File: src/rtl/rr_grant_arbiter.sv
// Round-robin arbiter for N_REQ requesters with grant hold, release handshake and hold timeout.
// The rotating-priority search starts at ptr, which advances past each released grantee.
module rr_grant_arbiter #(
  parameter int unsigned N_REQ    = 16,
  parameter int unsigned IDX_W    = 4,
  parameter int unsigned MAX_HOLD = 12,
  parameter int unsigned HOLD_W   = 4
) (
  input  logic             clk,
  input  logic             rst_n,
  input  logic             ena,
  input  logic [N_REQ-1:0] req,
  input  logic             done,
  output logic [N_REQ-1:0] grant,
  output logic [IDX_W-1:0] grant_idx,
  output logic             grant_valid,
  output logic             timeout,
  output logic             busy
);

  typedef enum logic {
    IDLE  = 1'b0,
    GRANT = 1'b1
  } state_t;

  state_t           state_q, state_d;
  logic [IDX_W-1:0] ptr_q, ptr_d;
  logic [IDX_W-1:0] idx_q, idx_d;
  logic [N_REQ-1:0] grant_q, grant_d;
  logic             valid_q, valid_d;
  logic             timeout_q, timeout_d;
  logic [HOLD_W-1:0] hold_q, hold_d;

  logic [IDX_W-1:0] winner_c;
  logic             found_c;
  logic [IDX_W-1:0] cand_c;
  logic             release_c;

  // Rotating-priority search: first set request at or above ptr, wrapping modulo N_REQ.
  always_comb begin
    winner_c = '0;
    found_c  = 1'b0;
    cand_c   = '0;
    for (int unsigned i = 0; i < N_REQ; i++) begin
      cand_c = ptr_q + IDX_W'(i);
      if (!found_c && req[cand_c]) begin
        winner_c = cand_c;
        found_c  = 1'b1;
      end
    end
  end

  always_ff @(posedge clk or negedge rst_n) begin
    if (!rst_n) begin
      state_q   <= IDLE;
      ptr_q     <= '0;
      idx_q     <= '0;
      grant_q   <= '0;
      valid_q   <= 1'b0;
      timeout_q <= 1'b0;
      hold_q    <= '0;
    end else begin
      state_q   <= state_d;
      ptr_q     <= ptr_d;
      idx_q     <= idx_d;
      grant_q   <= grant_d;
      valid_q   <= valid_d;
      timeout_q <= timeout_d;
      hold_q    <= hold_d;
    end
  end

  // Release priority: done, then withdrawn request, then hold limit (the only case flagged as timeout).
  always_comb begin
    state_d   = state_q;
    ptr_d     = ptr_q;
    idx_d     = idx_q;
    grant_d   = grant_q;
    valid_d   = valid_q;
    hold_d    = hold_q;
    timeout_d = 1'b0;
    release_c = 1'b0;

    case (state_q)
      IDLE: begin
        if (ena && found_c) begin
          grant_d           = '0;
          grant_d[winner_c] = 1'b1;
          idx_d             = winner_c;
          valid_d           = 1'b1;
          hold_d            = HOLD_W'(1);
          state_d           = GRANT;
        end
      end
      GRANT: begin
        release_c = done || !req[idx_q] || (hold_q == HOLD_W'(MAX_HOLD));
        if (release_c) begin
          timeout_d = !done && req[idx_q];
          grant_d   = '0;
          valid_d   = 1'b0;
          ptr_d     = idx_q + IDX_W'(1);
          state_d   = IDLE;
        end else begin
          hold_d = hold_q + HOLD_W'(1);
        end
      end
      default: state_d = IDLE;
    endcase
  end

  assign grant       = grant_q;
  assign grant_idx   = idx_q;
  assign grant_valid = valid_q;
  assign timeout     = timeout_q;
  assign busy        = valid_q;

endmodule

File: config.mk
export PLATFORM = sky130hd
export DESIGN_NAME = rr_grant_arbiter
export DESIGN_NICKNAME = d
export VERILOG_FILES = /design/src/rtl/rr_grant_arbiter.sv
export SDC_FILE = /design/constraint.sdc
export NUM_CORES = 1
export LEC_CHECK = 0
export BUFFER_PORTS_ARGS = -buffer_cell sky130_fd_sc_hd__buf_4
export CAP_MARGIN = 25
export CORE_UTILIZATION = 56
export DETAILED_ROUTE_END_ITERATION = 16
export GPL_TIMING_DRIVEN = 0
export PLACE_DENSITY = 0.8
export SETUP_SLACK_MARGIN = 0.1
export SYNTH_ARGS = -nofsm -noshare
export SYNTH_HDL_FRONTEND = slang
export SYNTH_SLANG_ARGS = --single-unit
File: constraint.sdc
create_clock -name clk -period 14.6 [get_ports clk]
set_input_delay 2.19 -clock clk [delete_from_list [all_inputs] [get_ports clk]]
set_output_delay 2.19 -clock clk [all_outputs]
set_load 0.01 [all_outputs]
======== Word-level counts from Yosys, hierarchy flattened ========
Cells that the tools add are included.
word-level totals
  logic and storage cells ................. 171
  register bits after elaboration ......... 31
operators by class
  magnitude comparators ................... 19
  bitwise logic cells ..................... 1
  muxes and demuxes ....................... 82
  eq/ne operators ......................... 4
  add/subtract/negate cells ............... 17
  reduce and logical (&&, ||, !) cells .... 41
operator list
  operator                                                                             number
  4-bit by 5-bit < comparator with 1-bit output, second input constant                 18
  4-bit 2-to-1 mux                                                                     18
  1-bit binary-select mux with 4-bit select                                            17
  1-bit 2-to-1 mux                                                                     40
  4-bit adder, second input constant                                                   8
  16-bit 2-to-1 mux                                                                    2
  16-bit one-hot mux with 2 select lines                                               1
  1-bit logical AND                                                                    18
  1-bit logical NOT                                                                    17
  4-bit by 3-bit adder with 4-bit output, second input constant                        4
  4-bit by 1-bit adder with 4-bit output, second input constant                        3
  4-bit by 2-bit adder with 4-bit output, second input constant                        2
  4-bit one-hot mux with 2 select lines                                                1
  2-bit AND reduction                                                                  4
  1-bit demux with 4-bit select                                                        1
  4-bit equality test, second input constant                                           1
  4-bit by 1-bit greater-or-equal comparator with 1-bit output, second input constant  1
  2-bit != test, second input constant                                                 2
  1-bit one-hot mux with 2 select lines                                                2
  1-bit logical OR                                                                     2
  2-bit by 1-bit != test with 1-bit output, second input constant                      1
  1-bit inverter                                                                       1

======== Longest topological paths before layout ========
Gate-level depths: netlist of the first run.
  word-level depth ........................ 54
  mapped depth ............................ 19
  mapped depth without buffers ............ 13

======== Least setup slack after synthesis of the first run ========
Ideal clock, no wire load.
  kind .................................... input -> register
  start point ............................. input port req[5]
  end point ............................... register grant_q[4], in the netlist grant[4]
  cell stages on the path ................. 9
  buffers on the path ..................... 0
  required time ........................... 14.478 ns
  arrival ................................. 5.137 ns
  path slack .............................. 9.341 ns
  path through ............................ mux4_2 > mux4_2 > or4_1 > nor4_4 > and3_1 > a211oi_1 > or2_1 > and2_4 > a32o_1
between the ends
  longest elaborated chain between the ends .. 54
  elaborated cells on any way between the ends .. 110
  those cells by class .................... order compare (2); eq/ne (2); mux (70); reduce/logical (36)
RTL lines
  element                                                                                                                                              RTL line  RTL
  start, declared                                                                                                                                      12        input logic [N_REQ-1:0] req,
  1-bit binary-select mux with 4-bit select                                                                                                            46        if (!found_c && req[cand_c]) begin
  1-bit 2-to-1 mux (implied by the code)                                                                                                               46
  1-bit 2-to-1 mux                                                                                                                                     46
  1-bit logical NOT                                                                                                                                    46
  1-bit logical AND                                                                                                                                    46
  1-bit 2-to-1 mux                                                                                                                                     46
  1-bit logical NOT                                                                                                                                    46
  1-bit logical AND                                                                                                                                    46
  [38 not listed]                                                                                                                                      n/a
  1-bit logical AND                                                                                                                                    46
  4-bit 2-to-1 mux                                                                                                                                     46
  4-bit by 5-bit < comparator with 1-bit output (implied by the code) or 4-bit by 1-bit greater-or-equal comparator with 1-bit output (tied branches)  88        grant_d[winner_c] = 1'b1;
  1-bit logical AND (implied by the code)                                                                                                              88
  1-bit 2-to-1 mux (implied by the code)                                                                                                               88
  1-bit demux with 4-bit select                                                                                                                        88
  16-bit 2-to-1 mux                                                                                                                                    86        if (ena && found_c) begin
  16-bit one-hot mux with 2 select lines                                                                                                               84        case (state_q)
  end signal, assigned                                                                                                                                 66        grant_q <= grant_d;
  end, declared                                                                                                                                        29        logic [N_REQ-1:0] grant_q, grant_d;
Several ways; a longest one is shown, not always the timed one. The select of a mux whose other input is x is not followed.
A chain may end at the register's enable or synchronous reset.

======== Final worst setup path of the first run ========
  start point ............................. register ptr_q[1]
  end point ............................... register grant_q[10], in the netlist grant[10]
between the ends
  longest elaborated chain between the ends .. 54
  elaborated cells on any way between the ends .. 119
  those cells by class .................... add/sub (15); order compare (2); eq/ne (1); mux (68); reduce/logical (33)
RTL lines
  element                                                                          RTL line  RTL
  start, declared                                                                  27        logic [IDX_W-1:0] ptr_q, ptr_d;
  start signal, assigned                                                           64        ptr_q <= ptr_d;
  branches (longest 54 deep; another with 4-bit by 1-bit adder with 4-bit output)  n/a
Parallel ways; which one is timed is not known. The select of a mux whose other input is x is not followed.

==> out/metrics.csv, run 1 <==
stage,metric,value,unit
grt,grt_pass1_vias,3476,
routing,vias,3649,
synth,synth_area,3610,um^2
finish,fillCellCount,494,
clock_network,clock_latency,0.28,ns
routing,drc,0,
finish,mostFrequentLayoutCell,buf_4,
grt,antenna_found_initial,0,
sta,slew_violations,0,
critical_path,crit_path_start_kind,flip-flop,
grt,grt_pass1_wl,17.1,mm
synth,yosysUniqueCellTypes,64,
routing,first_pass_iters,6,
synth,async_flop_share,1.00,
sta,max_slew_margin,0.291,
synth,synth.avg_cell_area,9.02,um^2
synth,yosys_register_bits,31,
sta,fmax,168,MHz
clock_network,cts_setup_buffers,0,
synth,yosys.area.top_type_share,0.215,
routing,vias_per_cell,6.95,
critical_path,timing.rr.start,ptr_q[1],
floorplanning,die_area,6770,um^2
clock_network,cts_max_path_buffers,2,
sta,rsz0062_at_grt,false,
grt,grt_overflow,0,
critical_path,rrSetupSlack,8.63,ns
sta,tns,0,ns
synth,syn_nets,430,
floorplanning,die_h,82.3,um
clock_network,ctsRootBufferMaster,clkbuf_8,
sta,final_hold_viol_count,0,
worst_hold_path,worstHoldStart,grant[6],
synth,synth_area_leaders,"dfrtp_1 21%, mux4_2 16%, mux2i_1 7.8%",
clock_network,cts_made_buffers,5,
clock_network,post_cts_resized,0,
sta,fin_crit,5.97,ns
critical_path,r2r_end,grant[10],
routing,drtIter0Drc,484,
finish,drive_above_1_share,0.233,
critical_path,crit_arrival,6.12,ns
floorplanning,num_rows,28,
synth,synthesis.instances,400,
synth,synth_edf_count,0,
routing,route.final.wire_length,10.7,mm
placement,dp_hpwl,8.24,mm
sta,finalSetupViolCount,0,
synth,synth.yosys.seq_area_share,0.215,
clock_network,cts-hold-fix-buffers,0,
sta,finClkSkew,0.00946,ns
critical_path,end_kind,flip-flop,
flow_run,drv_cap,0,
synth,yosysWarnings,0,
placement,globalplace.congestion,0.982,
finish,area_growth,13.7,%
routing,drt-wirelength-per-cell,20.4,um
floorplanning,initial_utilization,0.596,
clock_network,path_clk_slew,0.07,ns
placement,portBuffers,42,
sta,min_period_over_period,0.409,
grt,grt_max_degree,32,
critical_path,critPathKind,reg -> reg,
floorplanning,core,6060,um^2
worst_hold_path,min_path_cells,1,
critical_path,worstPathMaxFanout,10,
finish,diodes,0,
synth,ys_dominant_reg_cell,dfrtp_1,
finish,layout_common_cells,"44 x buf_4, 31 x nand2_1, 31 x dfrtp_1",
critical_path,cp.required,14.75,ns
floorplanning,num_io_pins,43,
clock_network,clock_sinks,31,
clock_network,cts_max_level,2,
critical_path,reg2reg_depth,17,
routing,ant_nets,0,
worst_hold_path,hp-class,reg -> reg,
sta,tightest_slew,1.06,ns
worst_hold_path,min_to,grant[6],
clock_network,tritoncts,done,
floorplanning,die_w,82.3,um
finish,fin_nets,479,
synth,synth.largest_area_cell,dfrtp_1,
grt,gr-usage-all-layers,0.337,
status,status,finished clean,
## through the flow
| step | cell area, um^2 | utilization | hold WS, ns | worst slack, ns | cells |
|---|---|---|---|---|---|
| 3_3_place_gp | 4020 | 0.663 | 0.493 | 8.77 | 517 |
| 5_1_grt | 4100 | 0.677 | 0.514 | 8.12 | 525 |
| 6_report | 4100 | 0.677 | 0.504 | 8.63 | 525 |
| 3_5_place_dp | 4020 | 0.663 | 0.494 | 8.73 | 517 |
| 4_1_cts | 4100 | 0.677 | 0.508 | 8.74 | 525 |
| 2_1_floorplan | 3610 | - | 0.472 | 9.34 | 400 |
## worst max-delay path, stage by stage (launching register included)
cell and delay, ns:
dfrtp_1 0.40, clkbuf_1 0.45, clkbuf_1 0.54, inv_1 0.32, ha_1 0.35, buf_2 0.28, buf_4 0.27, mux2_2 0.37
o31ai_1 0.27, nor3_1 0.16, clkbuf_1 0.24, nor4_1 0.71, nand2_1 0.12, o21ai_0 0.15, a311oi_1 0.08, o21ai_1 0.61
nor2_1 0.24, a22o_1 0.27
## Yosys cell counts, drive strengths merged (5+ instances only)
cell type / count
nand2: 31
mux4: 25
clkbuf: 12
ha: 10
a21oi: 21
nor2: 28
inv: 16
nand3: 22
nor3: 11
xnor2: 11
mux2i: 28
o21ai: 25
a32o: 5
buf: 11
dfrtp: 31
and2: 7
nor2b: 5
mux2: 13
a22o: 13
## state kept, by name, summed over array words and instances (netlist names)
signal,count
grant_idx,4
grant,16
timeout,1
state_q,1
busy,1
ptr_q,4
hold_q,4
## layout make-up
cell class	instances	area, um^2	share of cell area
Buffer	23	108	0.0262
Clock buffer	6	72.6	0.0177
Clock inverter	2	12.5	0.00305
Inverter	16	60.1	0.0146
Multi-Input combinational cell	330	2670	0.650
Sequential cell	31	776	0.189
Tap cell	75	93.8	0.0229
Timing Repair Buffer	42	315	0.0768
## logic make-up after synthesis
logic type	share of synthesized area
adders and majority gates	0.0347
and+or+nand+nor	0.178
xor gates and xnor gates	0.0315
buffers and inverters	0.0464
DFF	0.215
muxes	0.274
AOI/OAI and AO/OA	0.220
## layer usage
metal  vias up  global-route usage  part of all wire  wire (um)
met4         0              0.0737             0.015        161
li1       1647                   -                 -          -
met5         -                   0                 0          0
met3        20              0.0648              0.11       1130
met1      1767               0.473              0.40       4340
met2       215               0.540              0.47       5080
## worst max path at each step
| stage | start | end | cells after the start |
|---|---|---|---|
| 2_1_floorplan | req[5] | grant[4] | 9 |
| 3_3_place_gp | req[5] | grant[15] | 10 |
| 3_5_place_dp | req[5] | grant[10] | 10 |
| 4_1_cts | ptr_q[1] | grant[10] | 17 |
| 5_1_grt | ptr_q[1] | grant[3] | 17 |
| 6_report | ptr_q[1] | grant[10] | 17 |
Power of run 1 is not shown: default switching activity piles up to over one toggle a cycle in this logic, so the estimate is an artifact.
==> run 2: changes to the inputs <==
- clock period: 14.6 -> 5.5 ns (I/O delays scaled with it)
==> run 2 against run 1 <==
Against the previous run: global-route usage grew 0.094 points; critical path type unchanged; clock skew up 0.00062 ns; routed wire length about the same; maximum frequency is 16% higher; flip-flop and latch count did not move; non-clock buffer count up 2; core utilization rose by 0.91 points.
==> out/metrics.csv, run 2 (synthesized netlist as in run 1, its figures left out) <==
stage,metric,value,unit
floorplanning,die_area,6770,um^2
critical_path,end_kind,flip-flop,
clock_network,cts_made_buffers,5,
critical_path,critPathKind,reg -> reg,
routing,ant_nets,0,
clock_network,cts_max_level,2,
routing,drt-wirelength-per-cell,20.3,um
critical_path,path_delay_family,simple AND/OR/NAND/NOR gates,
critical_path,crit_buf_inv,5,
routing,drtIter0Drc,428,
finish,multi_input_area,2700,um^2
critical_path,crit_slowest_cell,or4bb_1,
critical_path,crit_chain,"buf_2, clkbuf_4, inv_1, ha_1, buf_2, buf_4, mux2i_1, mux4_2, mux2i_2, nor2_1, and3_1, and4_1, or4bb_1, a211oi_1, nor2_1, and2_1, a32o_1",
finish,fillCellCount,490,
routing,vias_per_cell,6.94,
clock_network,cts-hold-fix-buffers,0,
sta,fmax,195,MHz
placement,globalplace.congestion,0.982,
status,status,finished clean,
floorplanning,core,6060,um^2
floorplanning,num_io_pins,43,
grt,antenna_found_initial,0,
clock_network,path_clk_slew,0.07,ns
finish,layout_common_cells,"46 x buf_4, 31 x nand2_1, 31 x dfrtp_1",
clock_network,tritoncts,done,
finish,drive_above_1_share,0.257,
finish,area_growth,15.2,%
floorplanning,initial_utilization,0.596,
clock_network,clock_latency,0.28,ns
clock_network,ctsRootBufferMaster,clkbuf_8,
finish,largest_reg_flops,16,
sta,slew_violations,0,
routing,first_pass_iters,5,
routing,route.final.wire_length,10.7,mm
sta,final_hold_viol_count,0,
routing,drc,0,
critical_path,cp.required,5.66,ns
grt,gr-usage-all-layers,0.338,
routing,wl_met1,4.46,mm
finish,final-seq-area,776,um^2
routing,wl_met2,5.10,mm
sta,rsz0062_at_grt,false,
sta,min_period_over_period,0.934,
sta,max_slew_margin,0.305,
sta,tns,0,ns
sta,finClkSkew,0.0101,ns
routing,wl_met3,1.00,mm
finish,mostFrequentLayoutCell,buf_4,
finish,fin_nets,481,
critical_path,crit_path_start_kind,flip-flop,
floorplanning,num_rows,28,
sta,finalSetupViolCount,0,
critical_path,critPathMaxStageDelay,0.58,ns
grt,grt_pass1_vias,3472,
clock_network,cts_max_path_buffers,2,
critical_path,crit_arrival,5.30,ns
floorplanning,die_h,82.3,um
worst_hold_path,hp-class,in -> async,
critical_path,worstPathMaxFanout,10,
sta,fin_crit,5.14,ns
grt,grt_overflow,0,
sta,layout_setup_ws,0.362,ns
placement,dp_hpwl,8.24,mm
finish,diodes,0,
clock_network,clock_sinks,31,
routing,highest_layer,met4,
grt,grt_pass1_wl,17.1,mm
sta,tightest_slew,1.04,ns
flow_run,drv_cap,0,
grt,grt_max_degree,32,
placement,portBuffers,42,
routing,vias,3659,
placement,pre_cts_ws,-0.345,ns
floorplanning,die_w,82.3,um
run 2: cell types whose count changed in the layout (fill, tap and decap cells not counted), sizes merged:
cell    before  now
buf         53   56
clkbuf      18   17
run 2: final timing paths:
check | end | start | slack (ns) | cells after the start
worst max-delay path | grant[6] | ptr_q[1] | 0.36 | 17
worst min-delay path | grant[10] | rst_n | 0.47 | 1
worst max register to register | grant[6] | ptr_q[1] | 0.36 | 17
worst min register to register | grant[4] | grant[4] | 0.50 | 1
max in group asynchronous | hold_q[0] | rst_n | 4.75 | 1
min in group clk | grant[4] | grant[4] | 0.50 | 1
run 2: what timing repair did:
| item | 4_1_cts | 5_1_grt |
|---|---|---|
| setup buffers | 0 | 2 |
| gates resized for setup | 3 | 10 |
| endpoints found under the setup margin | 20 | 19 |
| pin swaps | 0 | 1 |
run 2: final cells by class:
type | count | share of cell area
tap | 75 | 0.0226
timing repair buffer | 44 | 0.0794
clock buffer | 6 | 0.0174
clock inverter | 2 | 0.00301
buffer | 23 | 0.0271
sequential | 31 | 0.187
inverter | 16 | 0.0144
multi-input combinational | 330 | 0.650
run 2: metal layers:
metal	vias to the layer above	track usage
li1	1651	-
met1	1799	0.474
met2	189	0.544
met3	20	0.0637
met4	0	0.0719
met5	-	0
run 2: stage by stage:
step | hold WS [ns] | instances | cell area, um^2 | utilization
6_report | 0.467 | 527 | 4160 | 0.686
3_5_place_dp | 0.494 | 517 | 4020 | 0.663
5_1_grt | 0.494 | 527 | 4160 | 0.686
2_1_floorplan | 0.472 | 400 | 3610 | -
3_3_place_gp | 0.493 | 517 | 4020 | 0.663
4_1_cts | 0.478 | 525 | 4110 | 0.679
Power of run 2 is left out for the same reason.
==> run 3: changes to the inputs <==
- PLACE_DENSITY: 0.8 -> default
- PLACE_DENSITY_LB_ADDON: default -> 0.2
- SKIP_CTS_REPAIR_TIMING: default -> 1
==> run 3 against run 2 <==
Against the previous run: count of clock-buffer cells in the layout unchanged; critical endpoint unchanged; largest cell class unchanged; highest routed layer unchanged; setup slack improved by 0.016 ns; via count increased by 2.0%; routed wire length increased by 1.2%; first-iteration DRC count decreased by 15%; core utilization increased by 0.72 points.
==> out/metrics.csv, run 3 (synthesized netlist as in run 1, its figures left out) <==
stage,metric,value,unit
floorplanning,initial_utilization,0.596,
finish,multi_input_area,2720,um^2
finish,fin_nets,480,
floorplanning,die_w,82.3,um
floorplanning,core,6060,um^2
routing,drtIter0Drc,364,
routing,vias,3734,
finish,finalCoreUtilization,0.693,
finish,mostFrequentLayoutCell,buf_4,
grt,grtUsageMet3,0.0495,
floorplanning,num_io_pins,43,
placement,portBuffers,42,
critical_path,crit_top_cell,nor2_1,
sta,max_slew_margin,0.353,
sta,slew_violations,0,
flow_run,drv_cap,0,
critical_path,crit_path_start_kind,flip-flop,
finish,largest_reg_flops,16,
routing,first_pass_iters,5,
critical_path,crit_slowest_cell,or4bb_1,
grt,gr-usage-all-layers,0.336,
finish,final-seq-area,776,um^2
critical_path,crit_buf_inv,5,
placement,dp_hpwl,8.23,mm
critical_path,timing.rr.start,ptr_q[1],
finish,layout_common_cells,"45 x buf_4, 31 x nand2_1, 31 x dfrtp_1",
worst_hold_path,hp-class,in -> async,
critical_path,startpoint,ptr_q[1],
clock_network,cts_made_buffers,5,
critical_path,worstPathMaxFanout,10,
sta,finalSetupViolCount,0,
critical_path,end_kind,flip-flop,
critical_path,cp.required,5.67,ns
critical_path,crit_arrival,5.29,ns
finish,drive_above_1_share,0.264,
critical_path,path_delay_family,simple AND/OR/NAND/NOR gates,
grt,grt_util_met1,0.473,
floorplanning,die_h,82.3,um
sta,tns,0,ns
routing,route.final.wire_length,10.8,mm
routing,drc,0,
grt,grt_overflow,0,
routing,drt-wirelength-per-cell,20.6,um
routing,ant_nets,0,
sta,fin_crit,5.12,ns
status,status,finished clean,
critical_path,crit_chain,"clkbuf_2, clkbuf_4, inv_1, ha_1, buf_2, buf_4, mux2i_1, mux4_2, mux2i_2, nor2_1, and3_1, and4_1, or4bb_1, a211oi_1, nor2_1, and2_1, a32o_1",
critical_path,critPathKind,reg -> reg,
grt,grt_pass1_vias,3324,
sta,fmax,195,MHz
clock_network,path_clk_slew,0.07,ns
sta,final_hold_viol_count,0,
sta,tightest_slew,0.964,ns
sta,min_period_over_period,0.931,
clock_network,cts_max_level,2,
grt,use_met2,0.540,
critical_path,critPathMaxStageDelay,0.57,ns
grt,antenna_found_initial,0,
floorplanning,die_area,6770,um^2
sta,rsz0062_at_grt,false,
grt,grt_max_degree,32,
finish,area_growth,16.4,%
grt,grt_pass1_wl,17.0,mm
grt,grt.busiest_layer,met2,
clock_network,clock_sinks,31,
clock_network,clock_latency,0.28,ns
clock_network,ctsRootBufferMaster,clkbuf_8,
placement,globalplace.congestion,0.958,
clock_network,tritoncts,done,
clock_network,cts_max_path_buffers,2,
finish,fillCellCount,484,
routing,vias_per_cell,7.10,
sta,finClkSkew,0.00916,ns
finish,diodes,0,
floorplanning,num_rows,28,
## run 3: changes by cell type in the layout (fill, tap and decap cells not counted), sizes merged
cell and delta:
clkbuf +2, bufinv +1, clkinvlp -1, buf -3
## run 3: metal layers
layer / routed length, um / vias to the layer above
li1: - / 1648
met1: 4440 / 1809
met2: 5160 / 242
met3: 969 / 35
met4: 278 / 0
met5: 0 / -
## run 3: worst reg2reg max path, delay by kind of cell (launching register included)
family | cells | cell delay (ns)
muxes | 3 | 0.97
AOI/OAI and AO/OA | 2 | 0.53
buffers and inverters | 5 | 1.30
and+or+nand+nor | 6 | 1.49
adders and majority gates | 1 | 0.32
DFF | 1 | 0.42
## run 3: cell type report
class,instances,area share
clock buffer,6,0.0196
inverter,16,0.0143
multi-input combinational,330,0.647
buffer,23,0.0271
timing repair buffer,43,0.0768
sequential,31,0.185
tap,75,0.0223
clock inverter,2,0.00834
## run 3: path summary, 6_finish.rpt
path                                 end  slack, ns  cells after the start
min in group clk                grant[6]       0.50                      1
worst min register to register  grant[6]       0.50                      1
worst max-delay path            grant[6]       0.38                     17
worst max register to register  grant[6]       0.38                     17
max in group asynchronous           busy       4.74                      1
worst min-delay path            grant[3]       0.46                      1
## run 3: metrics by stage
step                cell area [um^2]  worst slack (ns)  hold WS [ns]  instances
detailed placement              4020            -0.172         0.486        517
global placement                4020           -0.0676         0.480        517
floorplan                       3610             0.880         0.472        400
finish                          4200             0.378         0.461        526
CTS                             4140            -0.202         0.471        525
global route                    4200             0.159         0.490        526
Power of run 3 is left out for the same reason.
